--- src/rtl/cpu_pkg.sv ---
// ---------------------------------------------------------------------------
// cpu_pkg
// Shared definitions for the multi-cycle 16-bit CPU: datapath widths used by
// the PC, the instruction memory and the fetch unit, the default memory
// timeout, and the fetch unit state encoding.
// No ports (package).
// ---------------------------------------------------------------------------
package cpu_pkg;

    localparam int ADDR_W          = 8;
    localparam int DATA_W          = 16;
    localparam int DEFAULT_TIMEOUT = 15;

    typedef enum logic [2:0] {
        IDLE,
        REQ,
        RESP,
        DRAIN,
        HALTED,
        ERROR
    } fetch_state_t;

    // True for the two states that hold a request open on the memory bus.
    function automatic logic isBusState(fetch_state_t s);
        return (s == REQ) || (s == DRAIN);
    endfunction

endpackage

--- src/rtl/instr_fetch_unit_if.sv ---
// ---------------------------------------------------------------------------
// instr_fetch_unit_if
// Instruction-memory read bus between the fetch unit (master) and the
// instruction memory (slave).
//   imem_req   : read request, held by the master until acknowledged
//   imem_addr  : read address, stable while imem_req is high
//   imem_ack   : one-cycle completion strobe from memory
//   imem_rdata : instruction word, valid in the imem_ack cycle
// ---------------------------------------------------------------------------
interface instr_fetch_unit_if
    import cpu_pkg::*;
    ();

    logic              imem_req;
    logic [ADDR_W-1:0] imem_addr;
    logic              imem_ack;
    logic [DATA_W-1:0] imem_rdata;

    modport master (
        output imem_req,
        output imem_addr,
        input  imem_ack,
        input  imem_rdata
    );

    modport slave (
        input  imem_req,
        input  imem_addr,
        output imem_ack,
        output imem_rdata
    );

endinterface

--- src/rtl/fetch_timer.sv ---
// ---------------------------------------------------------------------------
// fetch_timer
// Counts cycles spent waiting on the instruction memory. expired_o is raised
// in the cycle in which the TIMEOUT-th consecutive waiting cycle occurs, so
// the FSM leaves on that edge unless an ack arrives in the same cycle.
// With TIMEOUT = 0 no counter exists and expired_o is tied low.
// Ports:
//   clk, reset : clock, asynchronous active-high reset
//   clear_i    : zero the count (takes priority over enable_i)
//   enable_i   : count this cycle
//   expired_o  : timeout reached in this cycle
// ---------------------------------------------------------------------------
module fetch_timer
    import cpu_pkg::*;
#(
    parameter int TIMEOUT = DEFAULT_TIMEOUT
) (
    input  logic clk,
    input  logic reset,
    input  logic clear_i,
    input  logic enable_i,
    output logic expired_o
);

    generate
        if (TIMEOUT > 0) begin : gen_timer
            localparam int CNT_W = $clog2(TIMEOUT + 1);

            logic [CNT_W-1:0] count_q;

            // The count holds the number of waiting cycles already completed,
            // saturating so it can never wrap back to zero.
            always_ff @(posedge clk or posedge reset) begin
                if (reset) begin
                    count_q <= '0;
                end else if (clear_i) begin
                    count_q <= '0;
                end else if (enable_i && (count_q != CNT_W'(TIMEOUT))) begin
                    count_q <= count_q + CNT_W'(1);
                end
            end

            assign expired_o = enable_i && (count_q == CNT_W'(TIMEOUT - 1));
        end else begin : gen_no_timer
            logic unused_inputs;
            assign unused_inputs = clear_i ^ enable_i ^ clk ^ reset;
            assign expired_o     = 1'b0;
        end
    endgenerate

endmodule

--- src/rtl/instr_fetch_unit.sv ---
// ---------------------------------------------------------------------------
// instr_fetch_unit
// Consumer side of the program-counter interface. Samples the PC, issues a
// read to instruction memory over a req/ack handshake, latches the word into
// the instruction register and pulses inc_pc so the next fetch sees PC+1.
// Redirects and halts that arrive while a read is outstanding let the read
// finish (DRAIN) and throw its data away; a memory that never answers sends
// the unit into a sticky ERROR state.
// Ports:
//   clk, reset  : clock, asynchronous active-high reset
//   fetch_en    : request next instruction (level, sampled in IDLE)
//   halt        : CPU halt (same signal that freezes the PC)
//   redirect    : pc_src pulse; the PC loads its new target on this edge
//   pc          : current PC value
//   inc_pc      : one-cycle pulse to the PC increment input
//   bus         : instruction memory bus (master side)
//   ir          : instruction register, last good fetch
//   ir_valid    : one-cycle pulse, ir updated this cycle
//   fetch_busy  : high in REQ, DRAIN and RESP
//   fetch_err   : sticky timeout error, cleared only by reset
// ---------------------------------------------------------------------------
module instr_fetch_unit
    import cpu_pkg::*;
#(
    parameter int TIMEOUT = DEFAULT_TIMEOUT
) (
    input  logic                clk,
    input  logic                reset,
    input  logic                fetch_en,
    input  logic                halt,
    input  logic                redirect,
    input  logic [ADDR_W-1:0]   pc,
    output logic                inc_pc,
    instr_fetch_unit_if.master  bus,
    output logic [DATA_W-1:0]   ir,
    output logic                ir_valid,
    output logic                fetch_busy,
    output logic                fetch_err
);

    fetch_state_t      state_q;
    logic              imem_req_q;
    logic [ADDR_W-1:0] imem_addr_q;
    logic [DATA_W-1:0] ir_q;
    logic              ir_valid_q;
    logic              inc_pc_q;
    logic              fetch_busy_q;
    logic              fetch_err_q;

    logic inBus;
    logic abandonReq;
    logic timerClear;
    logic timerEnable;
    logic timerExpired;

    // The timer only runs while a request is open and unanswered. It restarts
    // whenever an ack arrives, whenever we are outside REQ/DRAIN (so entry
    // into either always starts from zero) and on the REQ->DRAIN hand-over.
    assign inBus       = isBusState(state_q);
    assign abandonReq  = (state_q == REQ) && (halt || redirect);
    assign timerEnable = inBus && !bus.imem_ack;
    assign timerClear  = !inBus || bus.imem_ack || abandonReq;

    fetch_timer #(
        .TIMEOUT (TIMEOUT)
    ) u_timer (
        .clk       (clk),
        .reset     (reset),
        .clear_i   (timerClear),
        .enable_i  (timerEnable),
        .expired_o (timerExpired)
    );

    // Fetch FSM with all outputs registered. ir_valid and inc_pc are set only
    // on the transition into RESP, so the PC can never be bumped twice or in
    // the same cycle a redirect is honoured. In REQ, halt and redirect outrank
    // a coincident ack: that data belongs to an address the CPU no longer
    // wants. In DRAIN the decision to halt or reissue is taken from the halt
    // level seen at the ack, and the reissue address is the already-updated pc.
    always_ff @(posedge clk or posedge reset) begin
        if (reset) begin
            state_q      <= IDLE;
            imem_req_q   <= 1'b0;
            imem_addr_q  <= '0;
            ir_q         <= '0;
            ir_valid_q   <= 1'b0;
            inc_pc_q     <= 1'b0;
            fetch_busy_q <= 1'b0;
            fetch_err_q  <= 1'b0;
        end else begin
            ir_valid_q <= 1'b0;
            inc_pc_q   <= 1'b0;

            case (state_q)
                IDLE: begin
                    if (halt) begin
                        state_q <= HALTED;
                    end else if (fetch_en) begin
                        state_q      <= REQ;
                        imem_req_q   <= 1'b1;
                        imem_addr_q  <= pc;
                        fetch_busy_q <= 1'b1;
                    end
                end

                REQ: begin
                    if (halt || redirect) begin
                        state_q <= DRAIN;
                    end else if (bus.imem_ack) begin
                        state_q    <= RESP;
                        imem_req_q <= 1'b0;
                        ir_q       <= bus.imem_rdata;
                        ir_valid_q <= 1'b1;
                        inc_pc_q   <= 1'b1;
                    end else if (timerExpired) begin
                        state_q      <= ERROR;
                        imem_req_q   <= 1'b0;
                        fetch_busy_q <= 1'b0;
                        fetch_err_q  <= 1'b1;
                    end
                end

                RESP: begin
                    state_q      <= IDLE;
                    fetch_busy_q <= 1'b0;
                end

                DRAIN: begin
                    if (bus.imem_ack) begin
                        if (halt) begin
                            state_q      <= HALTED;
                            imem_req_q   <= 1'b0;
                            fetch_busy_q <= 1'b0;
                        end else begin
                            state_q     <= REQ;
                            imem_addr_q <= pc;
                        end
                    end else if (timerExpired) begin
                        state_q      <= ERROR;
                        imem_req_q   <= 1'b0;
                        fetch_busy_q <= 1'b0;
                        fetch_err_q  <= 1'b1;
                    end
                end

                HALTED: begin
                    if (!halt) begin
                        state_q <= IDLE;
                    end
                end

                ERROR: begin
                    state_q <= ERROR;
                end

                default: begin
                    state_q      <= IDLE;
                    imem_req_q   <= 1'b0;
                    fetch_busy_q <= 1'b0;
                end
            endcase
        end
    end

    assign bus.imem_req  = imem_req_q;
    assign bus.imem_addr = imem_addr_q;
    assign ir            = ir_q;
    assign ir_valid      = ir_valid_q;
    assign inc_pc        = inc_pc_q;
    assign fetch_busy    = fetch_busy_q;
    assign fetch_err     = fetch_err_q;

endmodule

--- src/flat_wrapper.sv ---
// flat-port wrapper written by rule: the top's interface ports become plain ports
module instr_fetch_unit_flat import cpu_pkg::*;
#(
    parameter int TIMEOUT = DEFAULT_TIMEOUT
)
  (clk, reset, fetch_en, halt, redirect, pc, inc_pc, ir, ir_valid, fetch_busy, fetch_err, bus_imem_req, bus_imem_addr, bus_imem_ack, bus_imem_rdata);
  instr_fetch_unit_if bus_i ();
  input  logic clk;
  input  logic reset;
  input  logic fetch_en;
  input  logic halt;
  input  logic redirect;
  input  logic [ADDR_W-1:0] pc;
  output logic inc_pc;
  output logic [DATA_W-1:0] ir;
  output logic ir_valid;
  output logic fetch_busy;
  output logic fetch_err;
  output wire logic [$bits(bus_i.imem_req)-1:0] bus_imem_req;
  output wire logic [$bits(bus_i.imem_addr)-1:0] bus_imem_addr;
  input wire logic [$bits(bus_i.imem_ack)-1:0] bus_imem_ack;
  input wire logic [$bits(bus_i.imem_rdata)-1:0] bus_imem_rdata;
  assign bus_imem_req = bus_i.imem_req;
  assign bus_imem_addr = bus_i.imem_addr;
  assign bus_i.imem_ack = bus_imem_ack;
  assign bus_i.imem_rdata = bus_imem_rdata;
  instr_fetch_unit #(.TIMEOUT(TIMEOUT)) u_core (.clk(clk), .reset(reset), .fetch_en(fetch_en), .halt(halt), .redirect(redirect), .pc(pc), .inc_pc(inc_pc), .bus(bus_i), .ir(ir), .ir_valid(ir_valid), .fetch_busy(fetch_busy), .fetch_err(fetch_err));
endmodule
--- config.mk ---
export PLATFORM = sky130hd
export DESIGN_NAME = instr_fetch_unit_flat
export DESIGN_NICKNAME = d
export VERILOG_FILES = /design/src/rtl/cpu_pkg.sv /design/src/rtl/instr_fetch_unit_if.sv /design/src/rtl/fetch_timer.sv /design/src/rtl/instr_fetch_unit.sv /design/src/flat_wrapper.sv
export SDC_FILE = /design/constraint.sdc
export NUM_CORES = 1
export LEC_CHECK = 0
export CORE_MARGIN = 2
export CORE_UTILIZATION = 40
export DETAILED_ROUTE_END_ITERATION = 8
export PLACE_DENSITY = 0.73
export SKIP_CTS_REPAIR_TIMING = 1
export SLEW_MARGIN = 20
export SYNTH_ARGS = -nofsm -noshare
export SYNTH_HDL_FRONTEND = slang
export SYNTH_HIERARCHICAL = 1
export SYNTH_SLANG_ARGS = --single-unit
--- constraint.sdc ---
create_clock -name clk -period 1.7 [get_ports clk]
set_clock_uncertainty 0.1 [all_clocks]
set_input_delay 0.17 -clock clk [delete_from_list [all_inputs] [get_ports clk]]
set_output_delay 0.17 -clock clk [all_outputs]
set_load 0.02 [all_outputs]
==> results_dict.tcl <==
set metrics [dict create \
    crit_end "u_core/bus.imem_addr[1]" \
    swShare_pct 35.3 \
    synth.avg_cell_area_um2 12.2 \
    period_share_pct 98.7 \
    r2r_cells 4 \
    ir_drop_v 0.000649 \
    syn2layout_area_growth_pct 58.4 \
    post-dp-hpwl_mm 2.99 \
    min_period_ns 1.68 \
    clockBufferDepth 2 \
    cts_tree "built" \
    cts_inserted_buffers 5 \
    power_density_nw_per_um2 1630 \
    place.port_buffers 58 \
    whs_ns 0.0189 \
    final_cells 261 \
    synth_top_family_by_area "multiplexers" \
    synthFlopType "dfrtp_1" \
    critPathKind "flip-flop to flip-flop" \
    grt_max_degree 31 \
    synth_compound_area_share_pct 12.1 \
    placed_area_um2 2410 \
    antenna_found_initial 0 \
    run_status "completed" \
    drc 0 \
    crit_arrival_ns 1.74 \
    vias 1364 \
    worstHoldPathType "primary input to async pin" \
    io-pin-count 59 \
    worstPathMaxFanout 8 \
    fmax_mhz 596 \
    drv_slew 0 \
    seq_area_um2 876 \
    synth-adder-area-share_pct 1.54 \
    place_inst 253 \
    final-hold-violation-count 0 \
    worstSetupEndpointType "flip-flop" \
    synth_edf_count 0 \
    grt_pass1_vias 1244 \
    fillerInstances 295 \
    gp_congestion 0.862 \
    synth-seq-cells 35 \
    critPathRequiredTime_ns 1.76 \
    critical_path.startpoint_type "flip-flop" \
    p_total_mw 4.19 \
    syn-num-nets 165 \
    nets 243 \
    grt_usage_pct 16.9 \
    antenna_cells 0 \
    drive_gt1_share_pct 30.8 \
    totalWireLength_mm 3.90 \
    die_h_um 67.7 \
    die_w_um 67.7 \
    synthMuxAreaShare_pct 16.7 \
    synth-simple-area-share_pct 10.6 \
    core_area_um2 3940 \
    wire_per_inst_um 14.9 \
    yosys_warnings 6 \
    root_buffer "clkbuf_8" \
    vias_per_cell 5.23 \
    row_count 23 \
    clkSinkCount 35 \
    timing.rr.start "u_core/state_q[1]" \
    netlist_area_um2 1620 \
    maxSlewHeadroom_pct 81.1 \
    dr.first_iter.drc_count 51 \
    power.internal_mw 2.71 \
    grt_pass1_wl_mm 5.68 \
    cap_violations 0 \
    initial_core_util_pct 41.1 \
    seq_power_share_pct 32.9 \
    clk-insertion-delay-late_ns 0.28 \
    p_comb_share_pct 53.1 \
    setup_viol 0 \
    multi_input_area_um2 746 \
    fin_area_um2 2570 \
    synth-xor-area-share_pct 0 \
    syn-instance-count 133 \
    die-area_um2 4580 \
    h-tree-depth 2 \
    drt-pass1-iter-count 6 \
    fin_util_pct 65.2 \
    r2r_slack_ns 0.02 \
    clkPwrFrac_pct 14.0 \
    worst_pin_slew_ns 0.280 \
    ys_seq_area_share_pct 54.0 \
    gr-total-overflow 0 \
    layout_commonest_cell "clkdlybuf4s50_1" \
    clk_pin_slew_ns 0.07 \
    startpoint "u_core/state_q[1]" \
    final_cell_mix "clkdlybuf4s50_1, dfrtp_1, buf_4, mux2_2, inv_1" \
    postRouteAntennaNets 0 \
    ys_async_sr_fraction_pct 100 \
    reg2reg_to "u_core/bus.imem_addr[1]" \
    synth_cell_types 43 \
    p_sw_mw 1.48 \
    leakagePower_nw 1.14 \
    rsz0062_at_grt "yes" \
]
==> registers in the layout, indices dropped and copies added, names as in the netlist <==
register and cells:
u_core/u_timer/gen_timer.count_q 4, u_core/fetch_busy 1, u_core/bus.imem_req 1, u_core/fetch_err 1, u_core/inc_pc 1, u_core/bus.imem_addr 8
u_core/state_q 3, u_core/ir 16
==> worst min path at each step <==
stage                     slack (ns)                                   to  startpoint  cells after the start
after floorplan                -0.16  u_core/u_timer/gen_timer.count_q[0]       reset                      1
after global placement          0.30  u_core/u_timer/gen_timer.count_q[0]       reset                      2
after detailed placement        0.32  u_core/u_timer/gen_timer.count_q[0]       reset                      2
after CTS                       0.02  u_core/u_timer/gen_timer.count_q[0]       reset                      2
after global routing            0.02  u_core/u_timer/gen_timer.count_q[0]       reset                      2
final                           0.02  u_core/u_timer/gen_timer.count_q[0]       reset                      2
==> logic make-up after synthesis <==
logic type      count (synthesis)
mux                            24
flops                          35
fa+ha+maj                       2
simple gates                   27
buf+inv                        17
compound gates                 28
==> critical path, stage by stage, from the launching register on <==
cell and delay [ns]:
dfrtp_1 0.43, and3_1 0.18, a31oi_1 0.04, or3_4 0.48, mux2_4 0.33
==> per-stage QoR <==
| stage | worst slack, ns | TNS (ns) |
|---|---|---|
| 2_1_floorplan | -0.00770 | -0.0616 |
| 3_3_place_gp | -0.226 | -4.17 |
| 3_5_place_dp | -0.265 | -4.94 |
| 4_1_cts | -0.0581 | -0.148 |
| 5_1_grt | -0.0632 | -0.354 |
| 6_report | 0.0221 | 0 |
==> power by group through the flow <==
stage                     combinational, mW  sequential (mW)  clock, mW
after CTS                              2.09             1.37      0.606
after detailed placement               2.08             1.39          0
final                                  2.23             1.38      0.586
after global placement                 2.04             1.36          0
after global routing                   2.37             1.42      0.641
after floorplan                       0.711             1.75          0
==> synthesized netlist by cell type, types with 2 or more instances <==
| library cell | instances | area share (%) |
|---|---|---|
| a211oi_1 | 3 | 1.4 |
| a21o_1 | 2 | 0.93 |
| a21oi_1 | 4 | 1.2 |
| a2bb2oi_1 | 2 | 1.1 |
| a31oi_1 | 2 | 0.77 |
| buf_2 | 2 | 0.62 |
| buf_4 | 2 | 0.93 |
| clkbuf_1 | 3 | 0.69 |
| dfrtp_1 | 35 | 54 |
| ha_1 | 2 | 1.5 |
| inv_1 | 9 | 2.1 |
| mux2_1 | 8 | 5.6 |
| mux2_2 | 16 | 11 |
| nand2b_1 | 2 | 0.77 |
| nor2_1 | 5 | 1.2 |
| nor3_1 | 3 | 0.93 |
| nor4_1 | 2 | 0.77 |
| o21ai_0 | 6 | 1.9 |
==> routing by layer <==
| metal | track usage (%) | vias up | share of wire, % |
|---|---|---|---|
| li1 | - | 635 | - |
| met1 | 21.1 | 671 | 43 |
| met2 | 27.5 | 51 | 48 |
| met3 | 4.33 | 7 | 6.7 |
| met4 | 7.40 | 0 | 1.7 |
| met5 | 0 | - | 0 |
==> area by class of cell <==
type	count	share of cell area, %
sequential	35	34.1
multi-input combinational	81	29.0
clock inverter	1	0.195
clock buffer	6	3.21
timing repair buffer	79	29.7
inverter	9	1.32
tap	50	2.44
Note: power is estimated with default switching activity, not from simulation.
